$ cat config.mk
export PLATFORM = sky130hd
export DESIGN_NAME = demux_rr_scheduler
export DESIGN_NICKNAME = d
export VERILOG_FILES = /design/src/rtl/demux_rr_scheduler_pkg.sv /design/src/rtl/demux_1xn.sv /design/src/rtl/demux_rr_scheduler.sv
export SDC_FILE = /design/constraint.sdc
export NUM_CORES = 1
export LEC_CHECK = 0
export ABC_AREA = 1
export ABC_CLOCK_PERIOD_IN_PS = 1710
export CAP_MARGIN = 10
export CORE_UTILIZATION = 40
export DETAILED_ROUTE_END_ITERATION = 8
export GPL_ROUTABILITY_DRIVEN = 0
export PLACE_DENSITY = 0.72
export SETUP_SLACK_MARGIN = 0.05
export SYNTH_ARGS = -nofsm -noshare
export SYNTH_HDL_FRONTEND = slang
export SYNTH_SLANG_ARGS = --single-unit
$ cat constraint.sdc
create_clock -name clk -period 1.71 [get_ports clk]
set_input_delay 0.342 -clock clk [delete_from_list [all_inputs] [get_ports clk]]
set_output_delay 0.342 -clock clk [all_outputs]
set_load 0.02 [all_outputs]
$ cat src/rtl/demux_rr_scheduler_pkg.sv
// demux_rr_scheduler_pkg: shared state and mode encodings for the demux scheduler
package demux_rr_scheduler_pkg;
  typedef enum logic [1:0] {ST_IDLE = 2'd0, ST_HOLD = 2'd1, ST_STALL = 2'd2} state_t;
  localparam logic MODE_RR = 1'b0;
  localparam logic MODE_FIXED = 1'b1;
endpackage

$ cat src/rtl/demux_1xn.sv
// demux_1xn: steers a single valid onto one of N_CH one-hot lines
module demux_1xn #(
  parameter int N_CH = 4,
  parameter int SEL_W = 2
) (
  input  logic             i,
  input  logic [SEL_W-1:0] sel,
  output logic [N_CH-1:0]  o
);
  always_comb o = i ? (N_CH'(1) << sel) : '0;
endmodule

$ cat src/rtl/demux_rr_scheduler.sv
// demux_rr_scheduler: binds one held word to a channel (round-robin or fixed) and drives the shared demux
module demux_rr_scheduler
  import demux_rr_scheduler_pkg::*;
#(
  parameter int N_CH = 4,
  parameter int SEL_W = 2,
  parameter int W = 8,
  parameter int STALL_MAX = 15
) (
  input  logic             clk,
  input  logic             rst,
  input  logic             in_valid,
  input  logic [W-1:0]     in_data,
  output logic             in_ready,
  input  logic             mode,
  input  logic [SEL_W-1:0] cfg_sel,
  input  logic [N_CH-1:0]  ch_en,
  output logic [N_CH-1:0]  out_valid,
  output logic [W-1:0]     out_data,
  input  logic [N_CH-1:0]  out_ready,
  output logic [SEL_W-1:0] sel,
  output logic             err_stall
);
  localparam int CNT_W = $clog2(STALL_MAX + 1);
  localparam logic [CNT_W-1:0] SMAX = CNT_W'(STALL_MAX);
  state_t state_q;
  logic buf_valid_q, err_q, fire, avail, cap;
  logic [W-1:0] data_q;
  logic [SEL_W-1:0] sel_q, sel_d, ptr_q, ptr_d;
  logic [CNT_W-1:0] stall_q;
  // lowest circular offset from p wins, so scan offsets high to low
  function automatic logic [SEL_W-1:0] first_en(input logic [N_CH-1:0] en, input logic [SEL_W-1:0] p);
    logic [SEL_W-1:0] k;
    first_en = p;
    for (int i = N_CH - 1; i >= 0; i--) begin
      k = p + SEL_W'(i);
      if (en[k]) first_en = k;
    end
  endfunction
  always_comb begin
    fire = buf_valid_q & out_ready[sel_q];
    avail = (mode == MODE_FIXED) ? ch_en[cfg_sel] : |ch_en;
    in_ready = avail & ((state_q == ST_IDLE) | fire);
    cap = in_valid & in_ready;
    ptr_d = fire ? sel_q + 1'b1 : ptr_q;
    sel_d = (mode == MODE_RR) ? first_en(ch_en, ptr_d) : cfg_sel;
  end
  always_ff @(posedge clk) begin
    if (rst) begin
      state_q <= ST_IDLE;
      buf_valid_q <= 1'b0;
      data_q <= '0;
      sel_q <= '0;
      ptr_q <= '0;
      stall_q <= '0;
      err_q <= 1'b0;
    end else begin
      ptr_q <= ptr_d;
      if (cap) begin
        data_q <= in_data;
        sel_q <= sel_d;
      end
      buf_valid_q <= cap | (buf_valid_q & ~fire);
      stall_q <= fire ? '0 : ((state_q != ST_IDLE) && (stall_q != SMAX)) ? stall_q + 1'b1 : stall_q;
      err_q <= err_q | (stall_q == SMAX);
      case (state_q)
        ST_IDLE: if (cap) state_q <= ST_HOLD;
        ST_HOLD, ST_STALL:
          if (fire) state_q <= cap ? ST_HOLD : ST_IDLE;
          else if ((state_q == ST_HOLD) && (stall_q == SMAX - 1'b1)) state_q <= ST_STALL;
        default: state_q <= ST_IDLE;
      endcase
    end
  end
  demux_1xn #(.N_CH(N_CH), .SEL_W(SEL_W)) u_demux (.i(buf_valid_q), .sel(sel_q), .o(out_valid));
  assign out_data = data_q;
  assign sel = sel_q;
  assign err_stall = err_q;
endmodule

=== Yosys cells after proc, flatten, opt, wreduce, memory -nomap -nowiden ===
Cells that the tools add are included.

* Bits in registers: 20
* Bits in latches: 0
* Bits in writable memories: 0
* Output and inout port bits: 16
* Memories: 0
* Logic and storage cells: 67
* Memory bits (read-only): 0

* Reductions and logical operators: 8
* Multiply operators: 0
* Shift-type cells: 1
* $add $sub $neg: 5
* Muxes and demuxes: 25
* Bitwise operators: 8
* Magnitude comparators: 6
* Div/mod/pow operators: 0
* Eq/ne operators: 7

{| class="wikitable"
|+ Operators by type and width
! cell !! count
|-
| 2-bit by 3-bit < comparator with 1-bit output (second input constant) || 6
|-
| 2-bit two-way mux || 9
|-
| 1-bit binary-select mux with 2-bit select || 6
|-
| 4-bit == test (second input constant) || 2
|-
| 1-bit two-way mux || 8
|-
| 2-bit by 1-bit adder with 2-bit output (second input constant) || 2
|-
| 2-bit adder (second input constant) || 2
|-
| 4-bit by 1-bit adder with 4-bit output (second input constant) || 1
|-
| 1-bit AND || 4
|-
| 4-bit two-way mux || 1
|-
| 4-bit != test (second input constant) || 1
|-
| 2-bit case mux with 2 select lines || 1
|-
| 2-bit OR reduction || 2
|-
| 4-bit OR reduction || 1
|-
| 1-bit by 2-bit left shift with 4-bit output (first input constant) || 1
|-
| 3-bit != test (second input constant) || 1
|-
| 1-bit bitwise OR || 3
|-
| 2-bit by 1-bit == test with 1-bit output (second input constant) || 1
|-
| 2-bit == test (second input constant) || 1
|-
| 1-bit logical AND || 2
|-
| 2-bit logical NOT || 1
|-
| 2-bit != test (second input constant) || 1
|-
| 2-bit AND reduction || 1
|-
| 2-bit nonzero test || 1
|-
| 1-bit NOT || 1
|}

=== Logic depth before layout (Yosys ltp) ===
Gate-level depths: netlist of the first run.

* Depth in word-level cells: 12
* Mapped depth: 17

=== Cells and area by module ===
Synthesis of the first run repeated with hierarchy kept, for this count alone.

* Cells, all modules: 195
* Area total of the unflattened synthesis: 1282.5 sq um

{| class="wikitable"
|+ By module, submodules not included
! module !! area an instance (sq um) !! times used !! seq. area each (sq um) !! cells each
|-
| demux_rr_scheduler || 1252.5 || 1 || 400.4 || 187
|-
| demux_1xn || 30.0 || 1 || 0.0 || 8
|}

=== Worst setup path before layout of the first run ===
No wires, ideal clock.

* Path type: reg-to-reg
* From: reg sel_q[1], in the netlist sel[1]
* To: reg sel_q[0], in the netlist sel[0]
* Period minus slack after synthesis: 1892 ps
* Cell stages (with the launch flop): 16
* Data required time: 1643 ps
* Slack: -182 ps
* Library setup time: 67 ps
* Arrival time: 1824 ps
* Cell sequence: dfxtp_1 > inv_1 > ha_1 > inv_1 > nand4_1 > nand2_1 > nand2_1 > nand2_1 > nand2_1 > nand2_1 > nand2_1 > nand2_1 > nand2_1 > nand3_1 > nand2_1 > a21oi_2

* Cells in the longest elaborated chain, start to end: 12

{| class="wikitable"
|+ Ends and longest elaborated chain
! item !! RTL line !! RTL
|-
| start: declaration || demux_rr_scheduler.sv:29 || <nowiki>logic [SEL_W-1:0] sel_q, sel_d, ptr_q, ptr_d;</nowiki>
|-
| start signal: assignment || demux_rr_scheduler.sv:61 || <nowiki>sel_q <= sel_d;</nowiki>
|-
| 1-bit binary-select mux with 2-bit select || demux_rr_scheduler.sv:41 || <nowiki>fire = buf_valid_q & out_ready[sel_q];</nowiki>
|-
| 1-bit two-way mux (implied by the code) || demux_rr_scheduler.sv:41 ||
|-
| 1-bit AND || demux_rr_scheduler.sv:41 ||
|-
| 2-bit two-way mux || demux_rr_scheduler.sv:45 || <nowiki>ptr_d = fire ? sel_q + 1'b1 : ptr_q;</nowiki>
|-
| 2-bit adder || demux_rr_scheduler.sv:36 || <nowiki>k = p + SEL_W'(i);</nowiki>
|-
| 1-bit binary-select mux with 2-bit select || demux_rr_scheduler.sv:37 || <nowiki>if (en[k]) first_en = k;</nowiki>
|-
| 1-bit two-way mux (implied by the code) || demux_rr_scheduler.sv:37 ||
|-
| 2-bit two-way mux (4 in series) || demux_rr_scheduler.sv:37 ||
|-
| 2-bit two-way mux || demux_rr_scheduler.sv:46 || <nowiki>sel_d = (mode == MODE_RR) ? first_en(ch_en, ptr_d) : cfg_sel;</nowiki>
|}

Parallel ways exist; a longest one is shown, timed or not. The select of a mux whose other input is x is not followed.
A chain may end at the register's enable or synchronous reset.

=== Final worst setup path of the first run ===
* From: reg sel_q[0], in the netlist sel[0]
* To: reg sel_q[0], in the netlist sel[0]

The elaborated chain is that of the path after synthesis.

==> summary by stage, run 1 <==
STA
The total count of max-transition violations in the final report came to 0. Setup repair after global routing could not meet its margin everywhere. Setup total negative slack on the finished layout was measured at -0.475 ns.

After layout, the minimum clock period comes to 1.85 ns. The slew at the pin closest to its max-slew limit is 0.268 ns. The worst relative slew slack is 82.1%. On the final layout, the worst clock skew is 0.00186 ns. The number of hold violations in the final report is 0. The final setup violation count is 6. Static timing analysis puts the maximum clock frequency at 0.539 GHz.

The final worst-path cycle share is 108%. After layout, the worst setup slack is -0.144 ns.

Clocking
The maximum buffer depth of the clock tree is 2. Clock tree synthesis selected as its root buffer the cell sky130_fd_sc_hd__clkbuf_4. The total clock sinks is 20.

The total number of H-tree levels is 1. At the later pin of the worst-skew pair, clock insertion delay measures 0.29 ns. The total CTS buffers is 3. In this run, post-CTS hold repair placed 0 buffers. After clock tree synthesis, the clock-pin slew on the worst setup and hold paths is 0.10 ns. TritonCTS built the clock tree.

Floorplanning
38 I/O pins were placed. The die is 59.5 um wide. The die is 59.5 um tall.

The floorplan core area is 3100 sq um. The effective utilization at floorplan is 42.6%. The site row count is 20.

The area of the die is 3540 sq um.

Run
Across the run, the number of max-cap violations was 0.

Layout
The synthesis-to-finish area growth is 71.3%. For this run, the post-layout net count is 319. The ratio of cells with drive above 1 in the final layout is 36.0%. The post-layout instance area is 2260 sq um. The number of inserted diodes is 0.

Worst setup path
The worst setup path is launched from a register. Data on the critical path arrives at its endpoint at 2.08 ns. The setup path with the least slack is of type register to register. The largest individual stage delay along the critical path comes from the cell sky130_fd_sc_hd__dfxtp_4. STA classifies the critical path endpoint as a register. Traced cell by cell, the critical path runs through inv_6 -> ha_1 -> inv_1 -> nand4_1 -> nand2_2 -> nand2_1 -> nand2_1 -> nand2_1 -> nand2_1 -> nand2_1 -> nand2_1 -> nand2_1 -> nand3_1 -> nand2_1 -> a21oi_2.

The maximum single-stage delay on the critical path is 0.41 ns. The required time of the critical path is 1.94 ns. The highest net fanout along the worst path is 5.

The dominant cell type by count on the critical path is sky130_fd_sc_hd__nand2_1.

Routing
Using the TritonRoute via totals, the vias-per-cell ratio works out to 4.75. The count of TritonRoute iterations in the first routing pass is 4. After detailed routing, the number of remaining DRC violations is 0. The total routed wirelength is 3.71 mm.

Detailed routing inserted a total of 1,568 vias. The number of nets with antenna violations after detailed routing is 0. The routed wire length per instance is 11.2 um. After the first detailed-routing iteration, the DRC count stood at 106.

Power and ir drop
Dividing total power by cell area gives a power density of 1050 nW/um^2. The part of the total power dissipated in combinational logic is 64.1%. The cell internal power dissipation is 1380 uW.

Net switching is 41.7% of the power. The share of total power dissipated in sequential elements is 27.0%. The leakage power of the design is 0.00111 uW. Across the VDD grid, the largest voltage drop is 536 uV. The clock network fraction of total power is 8.9%. For this design the total switching power over the nets is 990 uW.

Synth
The number of nets in the synthesized netlist is 231. The average size of a mapped cell is 6.61 sq um. The top cell type by area accounts for 30.3% of the synthesized area. The cell area that synthesis handed to floorplanning was 1320 sq um.

Yosys attributes the largest share of cell area to sky130_fd_sc_hd__dfxtp_1, sky130_fd_sc_hd__nand2_1, sky130_fd_sc_hd__ha_1. Yosys printed 0 warnings. The share of synthesized flip-flops with an asynchronous set or reset is 0%. Counting flops with a built-in enable in the synthesized netlist gives 0.

After synthesis, flip-flops and latches occupy 30.3% of the total area. The cell type contributing the most total cell area after synthesis is sky130_fd_sc_hd__dfxtp_1. The flip-flop and latch count after synthesis is 20.

The main flop type after synthesis is sky130_fd_sc_hd__dfxtp_1. The number of instances in the synthesized netlist is 200. Counting distinct cell types in the post-synthesis netlist gives 25. By count the netlist is led by sky130_fd_sc_hd__nand2_1, sky130_fd_sc_hd__inv_1, sky130_fd_sc_hd__a21oi_1, sky130_fd_sc_hd__dfxtp_1. The most common cell in the netlist is sky130_fd_sc_hd__nand2_1.

Placement
The estimated wirelength of the detail-placed design is 2.48 mm. Once placement finished, the instance area stood at 2010 sq um. The count of buffers added on input and output ports is 37.

Global route
The initial antenna violation count was 0. The via count of the first global-routing pass was 1,417. In the global route stage, overall resource usage came out at 22.1%. The first global-routing pass estimated 6.04 mm of wire.

Global routing finished with a remaining overflow of 0. The maximum number of pins on one net before global-route repair is 16.

Status
The checks that failed: negative setup slack. The flow ran to the end, but the final reports show violations.

Worst hold path
The path type of the worst min-delay path is register to register.
path summary, 6_finish.rpt:
kind                            startpoint   endpoint  slack (ns)  depth (start not counted)
worst max-delay path                sel[0]     sel[0]       -0.14                         15
worst min-delay path             err_stall  err_stall        0.45                          2
worst max register to register      sel[0]     sel[0]       -0.14                         15
worst min register to register   err_stall  err_stall        0.45                          2
per-stage QoR:
stage	hold WS (ns)	std cells	worst slack [ns]	power (uW)	utilization (%)
2_1_floorplan	0.461	200	0.0522	1370	-
3_3_place_gp	0.438	314	-0.576	1890	64.9
3_5_place_dp	0.442	314	-0.599	1900	64.9
4_1_cts	0.457	325	-0.129	2250	69.4
5_1_grt	0.494	330	-0.259	2580	72.9
6_report	0.454	330	-0.144	2370	72.9
cells in the final DEF, fill, tap and decap left out, types with 4 or more instances in the layout:
cell	netlist	routed
sky130_fd_sc_hd__buf_4	0	45
sky130_fd_sc_hd__clkdlybuf4s50_1	0	20
sky130_fd_sc_hd__a21oi_1	20	18
sky130_fd_sc_hd__inv_1	22	17
sky130_fd_sc_hd__ha_1	9	7
sky130_fd_sc_hd__inv_2	3	5
sky130_fd_sc_hd__buf_6	1	9
sky130_fd_sc_hd__nand2_4	1	4
sky130_fd_sc_hd__nor2_1	6	6
sky130_fd_sc_hd__nand3_1	9	9
sky130_fd_sc_hd__dfxtp_1	20	17
sky130_fd_sc_hd__nand4_1	6	6
sky130_fd_sc_hd__dlygate4sd2_1	0	10
sky130_fd_sc_hd__nand2_2	5	12
sky130_fd_sc_hd__nand2_1	75	63
cell families after synthesis:
logic type,share of synthesized area (%)
AO/OA/AOI/OAI,12.3
XOR/XNOR,0.663
adder cells (fa/ha/maj),8.52
buffers and inverters,9.28
flip-flops,30.3
AND/OR/NAND/NOR,38.9
worst max-delay path: cells and delay by family (launching register included):
family	cells	cell delay [ns]
buffers and inverters	2	0.12
adders and majority gates	1	0.31
DFF	1	0.41
and+or+nand+nor	11	0.84
AOI/OAI and AO/OA	1	0.11
sequential cells by signal, indices dropped and copies added, names as in the netlist:
signal and flops:
ptr_q 2, state_q 2, buf_valid_q 1, out_data 8, sel 2, err_stall 1, stall_q 4
area by class of cell:
class / count / area, sq um
multi-input cells: 150 / 911
fillers: 270 / 840
repair buffers: 88 / 762
flip-flops and latches: 20 / 409
inverters: 25 / 104
well taps: 44 / 55.1
clock buffers: 3 / 22.5
routing by layer:
metal  part of all wire, %  GRT usage (%)  vias up
met5                     0              0        -
met4                   1.9           9.86        0
met3                   5.4           2.62       10
met2                    50           37.6       53
met1                    42           27.8      690
li1                      -              -      815
power groups by stage:
stage	sequential, uW	combinational [uW]	clock [uW]
3_5_place_dp	641	1260	0
3_3_place_gp	637	1260	0
6_report	641	1520	211
2_1_floorplan	682	691	0
5_1_grt	656	1680	244
4_1_cts	637	1400	221
what timing repair did:
action,4_1_cts,5_1_grt
buffers inserted,8,4
pin swaps,22,19
endpoints found under the setup margin,20,21
gates resized for setup,58,27
gates cloned,0,1
Note: power is estimated with default switching activity, not from simulation.
==> run 2, diff against run 1 <==
--- a/config.mk
+++ b/config.mk
@@ -11,6 +11,7 @@
 export CORE_UTILIZATION = 40
 export DETAILED_ROUTE_END_ITERATION = 8
 export GPL_ROUTABILITY_DRIVEN = 0
+export HOLD_SLACK_MARGIN = 0.03
 export PLACE_DENSITY = 0.72
 export SETUP_SLACK_MARGIN = 0.05
 export SYNTH_ARGS = -nofsm -noshare
==> results of run 2 <==
The final DEF is identical to that of run 1; final timing and power are the same.
==> run 3, diff against run 2 <==
--- a/config.mk
+++ b/config.mk
@@ -8,11 +8,13 @@
 export ABC_AREA = 1
 export ABC_CLOCK_PERIOD_IN_PS = 1710
 export CAP_MARGIN = 10
-export CORE_UTILIZATION = 40
+export CORE_MARGIN = 5
+export CORE_UTILIZATION = 42
 export DETAILED_ROUTE_END_ITERATION = 8
 export GPL_ROUTABILITY_DRIVEN = 0
 export HOLD_SLACK_MARGIN = 0.03
-export PLACE_DENSITY = 0.72
+export PLACE_DENSITY = 0.75
+export REMOVE_ABC_BUFFERS = 1
 export SETUP_SLACK_MARGIN = 0.05
 export SYNTH_ARGS = -nofsm -noshare
 export SYNTH_HDL_FRONTEND = slang
==> summary by stage, run 3 (synthesis gave the netlist of run 1 again) <==
Status
The flow ran to the end, but the final reports show violations. The checks that failed: negative setup slack.

Floorplanning
The floorplan has 20 rows. The region available for standard cell placement spans 3030 sq um. The number of top-level pins is 38. For this configuration, the core starts out at a cell density of 43.6%. The x dimension of the die is 66.1 um. The area of the die is 4370 sq um. The die is 66.1 um tall.

Global route
Global routing used 21.0% of the available tracks. The maximum number of pins on one net before global-route repair is 11. The initial antenna violation count is 0. The total overflow left after global routing is 0.

The first-pass GRT wire length is 7.21 mm. The via count of the first global-routing pass is 1,643.

Layout
Of the cells placed in the final design, the portion with a size suffix greater than 1 is 42.3%. The synthesis-to-finish area growth is 86.4%. The flip-flop count of the largest register after layout is 8. Cells fill 81.3% of the core in the end. The commonest non-fill, non-tap cell in the layout is sky130_fd_sc_hd__nand2_1. After routing the design area is 2460 sq um.

For this run, the post-layout net count is 326. In the layout the commonest cells are sky130_fd_sc_hd__nand2_1, sky130_fd_sc_hd__buf_4, sky130_fd_sc_hd__inv_1, sky130_fd_sc_hd__dfxtp_1, sky130_fd_sc_hd__nand2_2. The number of inserted diodes is 0.

STA
The total count of max-transition violations in the final report is 0. Setup violations remaining at the end of the flow were counted as 11. The slew at the pin closest to its max-slew limit is 0.252 ns.

The setup slack of the critical path after layout is -0.346 ns. The accumulated negative setup slack is -1.54 ns. The highest attainable clock frequency is 0.486 GHz.

The final worst-path cycle share is 120%. The worst relative slew slack is 83.1%. The routed design could run at a clock period as short as 2.06 ns. Setup repair after global routing could not meet its margin everywhere. The clock arrives with 0.00703 ns of skew. The number of hold violations in the final report is 0.

Routing
The routed design has 5.14 mm of wire. Dividing the detail-routed via count by the number of cells gives 5.12. The first detailed-routing pass ran for 4 iterations. The routed wire length per instance is 15.3 um. In the routed design, unresolved DRC markers number 0. The routed wire length on met3 is 291 um. The via count of the routed design is 1,724. The initial detailed-routing violation count is 100. The uppermost layer routed is met4. The wire length on met2 is 2.61 mm.

The wire length on met1 is 2.06 mm. In this run the remaining antenna-violating nets after routing total 0.

Worst setup path
The endpoint class of the critical path is a register. The worst setup path is launched from a register. The critical path start-end classification is register to register.

The worst path arrival time is 2.27 ns. The cell that appears most often on the critical path is sky130_fd_sc_hd__nand2_1. STA puts the critical path data required time at 1.92 ns.

The highest net fanout along the worst path is 6. The standard cell with the maximum stage delay on the critical path is sky130_fd_sc_hd__dfxtp_4. The maximum single-stage delay on the critical path is 0.43 ns. Walking the worst path, the cells encountered are inv_6 -> nand2_4 -> nand3_4 -> buf_12 -> nand3_4 -> buf_12 -> nand2_8 -> nand2_4 -> nand2_2 -> nand3_1 -> nand2_1 -> nor2_2 -> nand2_1 -> nand2_1 -> nand3_1 -> nand2_1 -> a21oi_2.

Power and ir drop
VDD sags by at most 663 uV. The leakage power of the design is 0.00124 uW. For this design the ratio of total power to cell area is 1140 nW/um^2.

Clocking
The maximum buffer depth of the clock tree is 2. The insertion delay of the later-clocked pin in the worst-skew pair is 0.31 ns. The total CTS buffers is 3. The clock transition at the register clock pins on the worst setup and hold paths after CTS is 0.11 ns. CTS built an H-tree with a depth of 1. TritonCTS built the clock tree. The clock root buffer is sky130_fd_sc_hd__clkbuf_4. CTS saw 20 sinks.

In this run, post-CTS hold repair placed 0 buffers.

Placement
The placed standard-cell area is 2020 sq um. The port buffer count is 37. Prior to clock tree synthesis, the placed netlist has a worst setup slack of -0.709 ns. The estimated wirelength of the detail-placed design is 2.70 mm.

Worst hold path
The path type of the worst min-delay path is register to register.

Run
The number of max-cap violations is 0.
[run 3: changes by cell type in the layout (fill, tap and decap cells not counted), sizes merged]
cell	previous run	this run
buf	55	61
clkdlybuf4s50	20	15
dlygate4sd2	10	12
dlymetal6s2s	2	5
nand2	81	82
[run 3: area by class of cell]
type / instances / area, sq um
tap: 44 / 55.1
multi-input combinational: 151 / 993
inverter: 25 / 106
clock buffer: 3 / 22.5
sequential: 20 / 409
fill: 183 / 566
timing repair buffer: 94 / 876
[run 3: per-stage QoR]
| stage | std cells | hold slack, ns | power, uW |
|---|---|---|---|
| after global routing | 337 | 0.495 | 2970 |
| after floorplan | 195 | 0.404 | 1330 |
| after CTS | 330 | 0.468 | 2400 |
| after detailed placement | 314 | 0.453 | 1910 |
| after global placement | 314 | 0.441 | 1890 |
| final | 337 | 0.473 | 2810 |
[run 3: what timing repair did]
item	4_1_cts	5_1_grt
buffers inserted	12	5
hold endpoints to repair	0	0
setup endpoints to repair	19	21
pin swaps	21	11
gates resized for setup	74	49
gates cloned	1	2
[run 3: final timing paths]
| kind | startpoint | end | slack (ns) | cells after the start |
|---|---|---|---|---|
| min | out_data[2] | out_data[2] | 0.47 | 2 |
| max reg2reg | sel[0] | sel[0] | -0.35 | 17 |
| min reg2reg | out_data[2] | out_data[2] | 0.47 | 2 |
| max | sel[0] | sel[0] | -0.35 | 17 |
[run 3: routing by layer]
layer / GRT usage [%] / vias up
li1: - / 828
met1: 23.3 / 810
met2: 39.0 / 69
met3: 3.74 / 17
met4: 7.87 / 0
met5: 0 / -
[run 3: worst max-delay path, delay by kind of cell (launching register included)]
kind | cells | cell delay (ns)
AND/OR/NAND/NOR | 13 | 1.13
flip-flops | 1 | 0.43
buffers and inverters | 3 | 0.33
AO/OA/AOI/OAI | 1 | 0.06
[run 3: report_power, final]
group          internal (uW)  leakage [uW]  switching, uW
clock network           82.5     0.0000138            155
registers                561      0.000165           89.2
logic                    911       0.00106           1010
total                   1550       0.00124           1260
